### config.mk
export PLATFORM = sky130hd
export DESIGN_NAME = pam_demod_axis
export DESIGN_NICKNAME = d
export VERILOG_FILES = /design/src/rtl/pam_demod_pkg.sv /design/src/rtl/pam_demod_axis_fifo.sv /design/src/rtl/pam_demod_axis.sv
export SDC_FILE = /design/constraint.sdc
export NUM_CORES = 1
export LEC_CHECK = 0
export BUFFER_PORTS_ARGS = -buffer_cell sky130_fd_sc_hd__clkbuf_2
export CAP_MARGIN = 30
export CELL_PAD_IN_SITES_DETAIL_PLACEMENT = 0
export CELL_PAD_IN_SITES_GLOBAL_PLACEMENT = 1
export CORE_AREA = 2 2 247 249
export DETAILED_ROUTE_END_ITERATION = 7
export DIE_AREA = 0 0 249 251
export GPL_TIMING_DRIVEN = 0
export PLACE_DENSITY_LB_ADDON = 0.1
export SYNTH_ARGS = -nofsm -noshare
export SYNTH_HDL_FRONTEND = slang
export SYNTH_SLANG_ARGS = --single-unit
### constraint.sdc
create_clock -name clk -period 12.1 [get_ports clk]
set_clock_uncertainty 0.2 [all_clocks]
set_input_delay 1.815 -clock clk [delete_from_list [all_inputs] [get_ports clk]]
set_output_delay 1.815 -clock clk [all_outputs]
set_load 0.01 [all_outputs]
### src/rtl/pam_demod_pkg.sv
// Shared types and sizing helpers for the PAM hard-decision demodulator.
package pam_demod_pkg;

    typedef enum logic [1:0] {
        IDLE,
        PILOT,
        DATA
    } state_t;

    function automatic int spw(input int width, input int bits);
        return width / bits;
    endfunction

    function automatic int num_levels(input int bits);
        return 1 << bits;
    endfunction

    function automatic int cnt_width(input int len);
        return $clog2(len + 1);
    endfunction

endpackage

### src/rtl/pam_demod_axis_fifo.sv
// Word FIFO toward the AXI-Stream master; the head entry is held in a register
// so the stream outputs come straight from flops.
module axis_word_fifo #(
    parameter int DATA_W = 33,
    parameter int DEPTH  = 16
) (
    input  logic              clk,
    input  logic              rst_n,
    input  logic              push,
    input  logic [DATA_W-1:0] push_data,
    input  logic              pop,
    output logic [DATA_W-1:0] out_data,
    output logic              full,
    output logic              empty
);

    localparam int PTR_W = $clog2(DEPTH);

    logic [DATA_W-1:0] mem_q [DEPTH];
    logic [PTR_W-1:0]  wr_ptr_q, wr_ptr_d;
    logic [PTR_W-1:0]  rd_ptr_q, rd_ptr_d;
    logic [PTR_W:0]    count_q, count_d;
    logic [DATA_W-1:0] data_q, data_d;
    logic              push_ok;
    logic              rest_empty;

    always_comb begin
        full       = (count_q == (PTR_W+1)'(DEPTH));
        empty      = (count_q == '0);
        push_ok    = push & (~full | pop);
        rest_empty = (count_q == (PTR_W+1)'(pop));
        wr_ptr_d   = wr_ptr_q + PTR_W'(push_ok);
        rd_ptr_d   = rd_ptr_q + PTR_W'(pop);
        count_d    = count_q + (PTR_W+1)'(push_ok) - (PTR_W+1)'(pop);
        data_d     = data_q;
        // The next head is the incoming word only when nothing older remains.
        if (count_d != '0) begin
            if (rest_empty) begin
                data_d = push_data;
            end else begin
                data_d = mem_q[rd_ptr_d];
            end
        end
    end

    always_ff @(posedge clk) begin
        if (push_ok) begin
            mem_q[wr_ptr_q] <= push_data;
        end
    end

    always_ff @(posedge clk or negedge rst_n) begin
        if (!rst_n) begin
            wr_ptr_q <= '0;
            rd_ptr_q <= '0;
            count_q  <= '0;
            data_q   <= '0;
        end else begin
            wr_ptr_q <= wr_ptr_d;
            rd_ptr_q <= rd_ptr_d;
            count_q  <= count_d;
            data_q   <= data_d;
        end
    end

    assign out_data = data_q;

endmodule

### src/rtl/pam_demod_axis.sv
// PAM hard-decision demodulator: learns thresholds from a pilot ladder, slices
// payload samples into symbols and packs them MSB-first into AXI-Stream words.
module pam_demod_axis
    import pam_demod_pkg::*;
#(
    parameter int AD_WIDTH       = 12,
    parameter int PAM_BITS       = 2,
    parameter int LENGTH_DATA    = 1024,
    parameter int WIDTH_AXI_DATA = 32,
    parameter int FIFO_DEPTH     = 16
) (
    input  logic                          clk,
    input  logic                          rst_n,
    input  logic                          syn_demod_valid,
    input  logic signed [AD_WIDTH-1:0]    syn_demod_data,
    input  logic                          m_axi_tready,
    output logic                          m_axi_tvalid,
    output logic [WIDTH_AXI_DATA-1:0]     m_axi_tdata,
    output logic [WIDTH_AXI_DATA/8-1:0]   m_axi_tkeep,
    output logic                          m_axi_tlast,
    input  logic                          ovf_clr,
    output logic                          overflow,
    output logic                          busy,
    output logic                          frame_done
);

    localparam int L      = num_levels(PAM_BITS);
    localparam int NTHR   = L - 1;
    localparam int CNT_W  = cnt_width(LENGTH_DATA);
    localparam int SPW    = spw(WIDTH_AXI_DATA, PAM_BITS);
    localparam int SLOT_W = (SPW > 1) ? $clog2(SPW) : 1;

    state_t                      state_q, state_d;
    logic [PAM_BITS-1:0]         pilot_idx_q, pilot_idx_d;
    logic [CNT_W-1:0]            sym_cnt_q, sym_cnt_d;
    logic signed [AD_WIDTH-1:0]  prev_pilot_q, prev_pilot_d;
    logic signed [AD_WIDTH-1:0]  thr_q [NTHR];
    logic signed [AD_WIDTH-1:0]  thr_d [NTHR];
    logic [WIDTH_AXI_DATA-1:0]   acc_q, acc_d;
    logic [SLOT_W-1:0]           slot_q, slot_d;
    logic [WIDTH_AXI_DATA-1:0]   word_q, word_d;
    logic                        push_q, push_d;
    logic                        last_q, last_d;
    logic                        overflow_q, overflow_d;

    logic signed [AD_WIDTH:0]    pilot_sum;
    logic [PAM_BITS-1:0]         sym;
    logic [WIDTH_AXI_DATA-1:0]   new_acc;
    logic                        is_last;
    logic                        fifo_full;
    logic                        fifo_empty;
    logic                        fifo_pop;
    logic [WIDTH_AXI_DATA:0]     fifo_out;

    // Slicer and packer operate on the live sample; results are registered below.
    always_comb begin
        pilot_sum = {prev_pilot_q[AD_WIDTH-1], prev_pilot_q}
                  + {syn_demod_data[AD_WIDTH-1], syn_demod_data};
        sym = '0;
        for (int k = 0; k < NTHR; k++) begin
            if (syn_demod_data > thr_q[k]) begin
                sym = sym + PAM_BITS'(1);
            end
        end
        new_acc = acc_q;
        for (int s = 0; s < SPW; s++) begin
            if (slot_q == SLOT_W'(s)) begin
                new_acc[WIDTH_AXI_DATA-1-PAM_BITS*s -: PAM_BITS] = sym;
            end
        end
        is_last = (sym_cnt_q == CNT_W'(LENGTH_DATA - 1));
    end

    always_comb begin
        state_d      = state_q;
        pilot_idx_d  = pilot_idx_q;
        sym_cnt_d    = sym_cnt_q;
        prev_pilot_d = prev_pilot_q;
        thr_d        = thr_q;
        acc_d        = acc_q;
        slot_d       = slot_q;
        word_d       = word_q;
        last_d       = 1'b0;
        push_d       = 1'b0;
        case (state_q)
            IDLE: begin
                if (syn_demod_valid) begin
                    prev_pilot_d = syn_demod_data;
                    pilot_idx_d  = PAM_BITS'(1);
                    state_d      = PILOT;
                end
            end
            PILOT: begin
                if (syn_demod_valid) begin
                    for (int k = 0; k < NTHR; k++) begin
                        if (pilot_idx_q == PAM_BITS'(k + 1)) begin
                            thr_d[k] = pilot_sum[AD_WIDTH:1];
                        end
                    end
                    prev_pilot_d = syn_demod_data;
                    if (pilot_idx_q == PAM_BITS'(L - 1)) begin
                        pilot_idx_d = '0;
                        sym_cnt_d   = '0;
                        state_d     = DATA;
                    end else begin
                        pilot_idx_d = pilot_idx_q + PAM_BITS'(1);
                    end
                end
            end
            DATA: begin
                if (syn_demod_valid) begin
                    if (slot_q == SLOT_W'(SPW - 1) || is_last) begin
                        word_d = new_acc;
                        push_d = 1'b1;
                        last_d = is_last;
                        acc_d  = '0;
                        slot_d = '0;
                    end else begin
                        acc_d  = new_acc;
                        slot_d = slot_q + SLOT_W'(1);
                    end
                    if (is_last) begin
                        sym_cnt_d = '0;
                        state_d   = IDLE;
                    end else begin
                        sym_cnt_d = sym_cnt_q + CNT_W'(1);
                    end
                end
            end
            default: state_d = IDLE;
        endcase
    end

    // A drop sets the sticky flag even when a clear is requested in the same cycle.
    always_comb begin
        fifo_pop   = m_axi_tvalid & m_axi_tready;
        overflow_d = overflow_q;
        if (push_q && fifo_full && !fifo_pop) begin
            overflow_d = 1'b1;
        end else if (ovf_clr) begin
            overflow_d = 1'b0;
        end
    end

    always_ff @(posedge clk or negedge rst_n) begin
        if (!rst_n) begin
            state_q      <= IDLE;
            pilot_idx_q  <= '0;
            sym_cnt_q    <= '0;
            prev_pilot_q <= '0;
            for (int k = 0; k < NTHR; k++) begin
                thr_q[k] <= '0;
            end
            acc_q        <= '0;
            slot_q       <= '0;
            word_q       <= '0;
            push_q       <= 1'b0;
            last_q       <= 1'b0;
            overflow_q   <= 1'b0;
        end else begin
            state_q      <= state_d;
            pilot_idx_q  <= pilot_idx_d;
            sym_cnt_q    <= sym_cnt_d;
            prev_pilot_q <= prev_pilot_d;
            thr_q        <= thr_d;
            acc_q        <= acc_d;
            slot_q       <= slot_d;
            word_q       <= word_d;
            push_q       <= push_d;
            last_q       <= last_d;
            overflow_q   <= overflow_d;
        end
    end

    axis_word_fifo #(
        .DATA_W(WIDTH_AXI_DATA + 1),
        .DEPTH (FIFO_DEPTH)
    ) u_fifo (
        .clk      (clk),
        .rst_n    (rst_n),
        .push     (push_q),
        .push_data({last_q, word_q}),
        .pop      (fifo_pop),
        .out_data (fifo_out),
        .full     (fifo_full),
        .empty    (fifo_empty)
    );

    assign m_axi_tvalid = ~fifo_empty;
    assign m_axi_tdata  = fifo_out[WIDTH_AXI_DATA-1:0];
    assign m_axi_tlast  = fifo_out[WIDTH_AXI_DATA];
    assign m_axi_tkeep  = '1;
    assign overflow     = overflow_q;
    assign busy         = (state_q != IDLE);
    assign frame_done   = push_q & last_q;

endmodule

==> Word-level counts from Yosys, hierarchy flattened <==
Memory sizes are Yosys's and may differ from the RTL's.
Cells that the tools add are included.
{ "word_totals": {"word_cells": 133, "output_inout_bits": 41, "mem_count": 1, "ram_bits": 528, "input_bits": 17, "regBits": 180} }
{ "classes": {"add_sub_neg": 10, "eq_ne": 28, "magnitude_cmp": 3, "muxes": 46, "bitwise": 6, "reduce_logical": 22} }
{ "mem_list": {"columns": ["name", "words", "width", "rd", "rd_clocked_by_memory_dff", "write_ports", "line_no", "source"], "rows": [
  ["u_fifo.mem_q", 16, 33, 1, 0, 1, "pam_demod_axis_fifo.sv:19", "logic [DATA_W-1:0] mem_q [DEPTH];"]
]} }
{ "ops": {"columns": ["op", "n"], "rows": [
  ["2-bit two-way mux", 25],
  ["11-bit two-way mux", 4],
  ["12-bit greater-than comparator", 3],
  ["33-bit two-way mux", 1],
  ["4-bit equality test, second input constant", 8],
  ["32-bit two-way mux", 1],
  ["11-bit one-hot mux with 2 select lines", 1],
  ["4-bit by 3-bit equality test with 1-bit output, second input constant", 4],
  ["3-bit AND reduction", 5],
  ["12-bit by 12-bit adder with 13-bit output", 1],
  ["11-bit by 1-bit adder with 11-bit output, second input constant", 1],
  ["11-bit by 10-bit equality test with 1-bit output, second input constant", 1],
  ["1-bit two-way mux", 11],
  ["2-bit != test, second input constant", 5],
  ["4-bit by 1-bit adder with 4-bit output", 2],
  ["4-bit by 2-bit equality test with 1-bit output, second input constant", 2],
  ["2-bit nonzero test", 4],
  ["2-bit by 1-bit adder with 2-bit output, second input constant", 3],
  ["2-bit equality test, second input constant", 3],
  ["2-bit one-hot mux with 3 select lines", 1],
  ["5-bit by 1-bit adder with 5-bit output", 1],
  ["5-bit by 1-bit equality test with 1-bit output", 1],
  ["5-bit equality test, second input constant", 1],
  ["5-bit logical NOT", 1],
  ["19 further kinds", 25]
]} }

==> Logic depth before layout (Yosys ltp) <==
{ "logic_depth": {"word_depth": 8, "ltp_mapped": 18, "mapped_depth_nobuf": 16} }

==> Cells and area by module <==
Synthesis repeated with hierarchy kept, for this count alone.
{ "hier_totals": {"hier_cells": 1867, "hier_area_um2": 29701.0} }
{ "modules_own_cells": {"columns": ["module", "seq_area_each_um2", "area_each_um2", "cells_each", "n_inst"], "rows": [
  ["axis_word_fifo", 17006.3, 22341.4, 1067, 1],
  ["pam_demod_axis", 3353.2, 7359.6, 800, 1]
]} }

==> Least setup slack after synthesis <==
Ideal clock, no wire load.
{ "synth_path": {"path_kind": "in2reg", "startpoint": "input m_axi_tready", "endpoint": "memory u_fifo.mem_q[0][0] (enable)", "path_slack_ps": 6445, "arrival_ps": 4990, "setup_ps": 464, "stages": 5, "t_required_ps": 11436, "path_buffers": 1, "path_cell_list": "or4b_2 and2_1 clkbuf_1 or3b_2 nor3_1"} }
{ "synth_via": {"elab_chain_cells": 5} }
{ "synth_lines": {"columns": ["element", "line_no", "source"], "rows": [
  ["from (decl)", "pam_demod_axis.sv:16", "input logic m_axi_tready,"],
  ["1-bit AND", "pam_demod_axis.sv:136", "fifo_pop = m_axi_tvalid & m_axi_tready;"],
  ["1-bit OR", "pam_demod_axis_fifo.sv:30", "push_ok = push & (~full | pop);"],
  ["1-bit AND", "pam_demod_axis_fifo.sv:30", null],
  ["1-bit two-way mux", "pam_demod_axis_fifo.sv:47", "if (push_ok) begin"],
  ["1-bit two-way mux (not written as such)", "pam_demod_axis_fifo.sv:48", "mem_q[wr_ptr_q] <= push_data;"],
  ["to (decl)", "pam_demod_axis_fifo.sv:19", null]
]} }
Every way passes these cells.

==> Final worst setup path <==
{ "layout_path": {"startpoint": "input m_axi_tready", "endpoint": "register u_fifo.data_q[24] (netlist: u_fifo.out_data[24])"} }
{ "layout_via": {"elab_chain_cells": 6, "elab_cells_between_ends": 10, "cone_classes": "3 x add/sub; 1 x eq/ne; 1 x mux; 3 x bitwise; 1 x reduce/logical; 1 x memory"} }
{ "layout_lines": {"columns": ["element", "line_no", "source"], "rows": [
  ["1-bit AND *", "pam_demod_axis.sv:136", null],
  ["1-bit OR", "pam_demod_axis_fifo.sv:30", null],
  ["1-bit AND", "pam_demod_axis_fifo.sv:30", null],
  ["5-bit by 1-bit adder with 5-bit output", "pam_demod_axis_fifo.sv:34", "count_d = count_q + (PTR_W+1)'(push_ok) - (PTR_W+1)'(pop);"],
  ["5-bit by 1-bit subtractor with 5-bit output *", "pam_demod_axis_fifo.sv:34", null],
  ["via u_fifo.count_d[4]", "pam_demod_axis_fifo.sv:22", "logic [PTR_W:0] count_q, count_d;"],
  ["5-bit nonzero test *", "pam_demod_axis_fifo.sv:37", "if (count_d != '0) begin"],
  ["to (signal assigned)", "pam_demod_axis_fifo.sv:62", "data_q <= data_d;"],
  ["to (decl)", "pam_demod_axis_fifo.sv:23", "logic [DATA_W-1:0] data_q, data_d;"]
]} }
The timed path passes the listed nets; every way through them passes the cells marked *.
A chain may end at the register's enable or synchronous reset.

==> flow_metrics.py <==
metrics = {
    "logic_synthesis": {
        "yosysWarningCount": 0,
        "synth_seq_area_share_pct": 68.62,
        "yosysUniqueCellTypes": 65,
        "synth_cell_area_um2": 29670,
        "ys.flop_type": "sky130_fd_sc_hd__edfxtp_1",
        "synth_edf_count": 528,
        "netlist_instances": 1918,
        "postSynthRegisterBits": 708,
        "postSynthAreaPerCell_um2": 15.47,
        "synth-async-reset-ratio_pct": 25.42,
    },
    "min_path": {
        "hp-class": "reg -> reg",
    },
    "routing": {
        "detail_routed_net_length_per_standard_cell_um": 24.38,
        "postRouteAntennaNets": 0,
        "routed_wl_um": 71230,
        "via_count": 16910,
        "first_pass_iters": 5,
        "number_of_drc_markers_in_iteration_0": 1345,
        "via_per_inst": 5.789,
        "route.detailed.drc": 0,
    },
    "timing": {
        "fin_setup_tns_ns": 0,
        "maxSlewViolCount": 0,
        "report.final.setup_viol": 0,
        "rsz0062_at_grt": "false",
        "final_hold_viol_count": 0,
        "max_freq_ghz": 0.1843,
        "fin_crit_ns": 5.425,
        "finalHoldWorstSlack_ns": 0.2706,
        "worst-slew-pin-transition_ns": 0.9105,
        "final.period_utilization_pct": 44.84,
        "slew_headroom_pct": 39.15,
    },
    "finish": {
        "postLayoutCellArea_um2": 34010,
        "flow.area_growth_from_synthesis_pct": 14.62,
        "num_antenna_cells": 0,
        "layout_common_cells": "sky130_fd_sc_hd__edfxtp_1, sky130_fd_sc_hd__nand2_1, sky130_fd_sc_hd__dfrtp_1, sky130_fd_sc_hd__mux4_2, sky130_fd_sc_hd__a21oi_1",
        "layout.cells.most_common": "sky130_fd_sc_hd__edfxtp_1",
        "final_layout_size_suffix_gt1_share_pct": 21.18,
        "finish.utilization_pct": 56.87,
        "finish.net_count": 2165,
    },
    "floorplanning": {
        "core_region_area_um2": 59790,
        "floorplan.initialDensity_pct": 49.62,
        "floorplan.die_area_um2": 62500,
        "die_height_um": 251,
        "number_of_placement_rows": 90,
        "overall_die_width_um": 249,
        "num_io_pins": 58,
    },
    "setup_path": {
        "crit_chain": "clkbuf_2, or4b_2, and2_1, clkbuf_1, ha_1, fa_1, a21oi_1, o21bai_1, xnor2_1, nor2_1, nand2_1, buf_2, clkbuf_1, a21oi_1",
        "timing.setup.critical_path_class": "in -> reg",
        "worst_path_dominant_cell_family": "buffers and inverters",
        "timing.critical_path.arrival_ns": 5.66,
        "worstPathBufferInverterCount": 4,
        "slowest_stage": "sky130_fd_sc_hd__or4b_2",
        "max_stage_delay_ns": 0.68,
        "worst_setup_path_start_kind": "input pin",
        "end_kind": "flip-flop",
        "critical_path.max_fanout": 10,
        "worst-endpoint-required_ns": 12.34,
    },
    "flow_run": {
        "maxCapViolations": 0,
    },
    "cts": {
        "post_cts.resized_instances": 0,
        "tritoncts": "built",
        "post_cts.repair.setup_buffers": 0,
        "cts_root_buffer": "sky130_fd_sc_hd__clkbuf_16",
        "clk-insertion-delay-late_ns": 0.60,
        "cts_made_buffers": 74,
        "clock_path_buffers": 3,
        "clock_sinks": 708,
        "cts_htree_levels": 3,
        "cts.reportedPaths.clkPinSlew_ns": 0.06,
        "hold_buffers": 0,
    },
    "status": {
        "status": "finished clean",
    },
    "grt": {
        "grtUsageTotal_pct": 23.28,
        "largest_net_degree_at_the_start_of_global_routing": 104,
        "grt_first_pass_wirelength_um": 108600,
        "antenna_found_initial": 0,
        "gr-total-overflow": 0,
        "first_global_vias": 17270,
    },
    "placed_design": {
        "placement.io_buffers": 53,
        "last_weighted_congestion_value_of_the_routability_driven_placer": 0.8045,
        "placed_wire_length_estimate_um": 48450,
        "place_area_um2": 31550,
    },
    "pwr": {
        "leakage_nw": 12.92,
        "peakVddDrop_mv": 0.1140,
        "power_after_layout_mw": 7.276,
        "cellPowerDensity_nw_per_um2": 214.0,
    },
}
[tightest hold or removal path: stages (launching register included)]
cell and delay, ns:
sky130_fd_sc_hd__dfrtp_1 0.34, sky130_fd_sc_hd__nand2_1 0.04, sky130_fd_sc_hd__o21ai_0 0.06
[final timing paths]
check	from	to	slack (ns)	cells past startpoint
max reg2reg	u_fifo.count_q[3]	u_fifo.out_data[24]	7.28	16
min reg2reg	acc_q[7]	acc_q[7]	0.27	2
max	m_axi_tready	u_fifo.out_data[24]	6.67	14
min in group asynchronous	rst_n	thr_q[7]	1.13	1
max in group asynchronous	rst_n	u_fifo.out_data[20]	9.58	2
min	acc_q[7]	acc_q[7]	0.27	2
[metrics by stage]
step / setup WS (ns) / std cells
floorplan: 6.445 / 1921
global placement: 3.494 / 2756
detailed placement: 6.018 / 2785
CTS: 6.636 / 2921
global route: 6.444 / 2921
finish: 6.675 / 2921
[metal layers]
layer | GRT usage [%] | wire (um) | vias up
met5 | 0 | 0 | -
met4 | 6.043 | 1362 | 0
met3 | 3.137 | 3488 | 87
met2 | 39.69 | 36050 | 385
met1 | 31.87 | 30330 | 8790
li1 | - | - | 7649
[final cells by class]
type	instances	area [um^2]
Tap cell	782	978.4
Clock buffer	103	2137
Clock inverter	33	319.1
Fill cell	4742	25790
Timing Repair Buffer	82	782.0
Buffer	105	615.6
Sequential cell	708	20360
Inverter	55	206.4
Multi-Input combinational cell	1053	8610
[sequential cells by signal (all words and copies together) (netlist names)]
name             count
u_fifo.rd_ptr_q      4
push_q               1
last_q               1
overflow             1
acc_q               32
prev_pilot_q        12
sym_cnt_q           11
pilot_idx_q          2
u_fifo.wr_ptr_q      4
u_fifo.out_data     33
thr_q               36
state_q              2
slot_q               4
u_fifo.mem_q       528
u_fifo.count_q       5
word_q              32
[synthesized netlist by cell type, drive strengths merged (18+ instances only)]
library cell    n  area share [%]
dfrtp         180              15
nand2         255             3.2
clkbuf         39            0.49
buf            66             1.6
o21ai         113             2.1
a21oi         114             1.9
nor2           72            0.91
edfxtp        528              53
nor3           32            0.68
mux4          132              10
ha             67             2.8
inv            55            0.70
nand3          18            0.30
a311oi         33            0.97
and3           53             1.1
[power by group]
group | internal [mW] | switching [mW]
Sequential | 2.74 | 0.0899
Clock | 1.36 | 0.917
Combinational | 0.814 | 1.36
Total | 4.91 | 2.36
[cells by family after synthesis]
family / count (synthesis) / share of synthesized area, %
adders and majority gates: 69 / 2.960
and+or+nand+nor: 479 / 7.342
AOI/OAI and AO/OA: 332 / 7.059
muxes: 144 / 10.47
other: 1 / 0.01264
xor gates and xnor gates: 25 / 0.7633
DFF: 708 / 68.62
buffers and inverters: 160 / 2.771
Power figures use the tool's default switching activity.
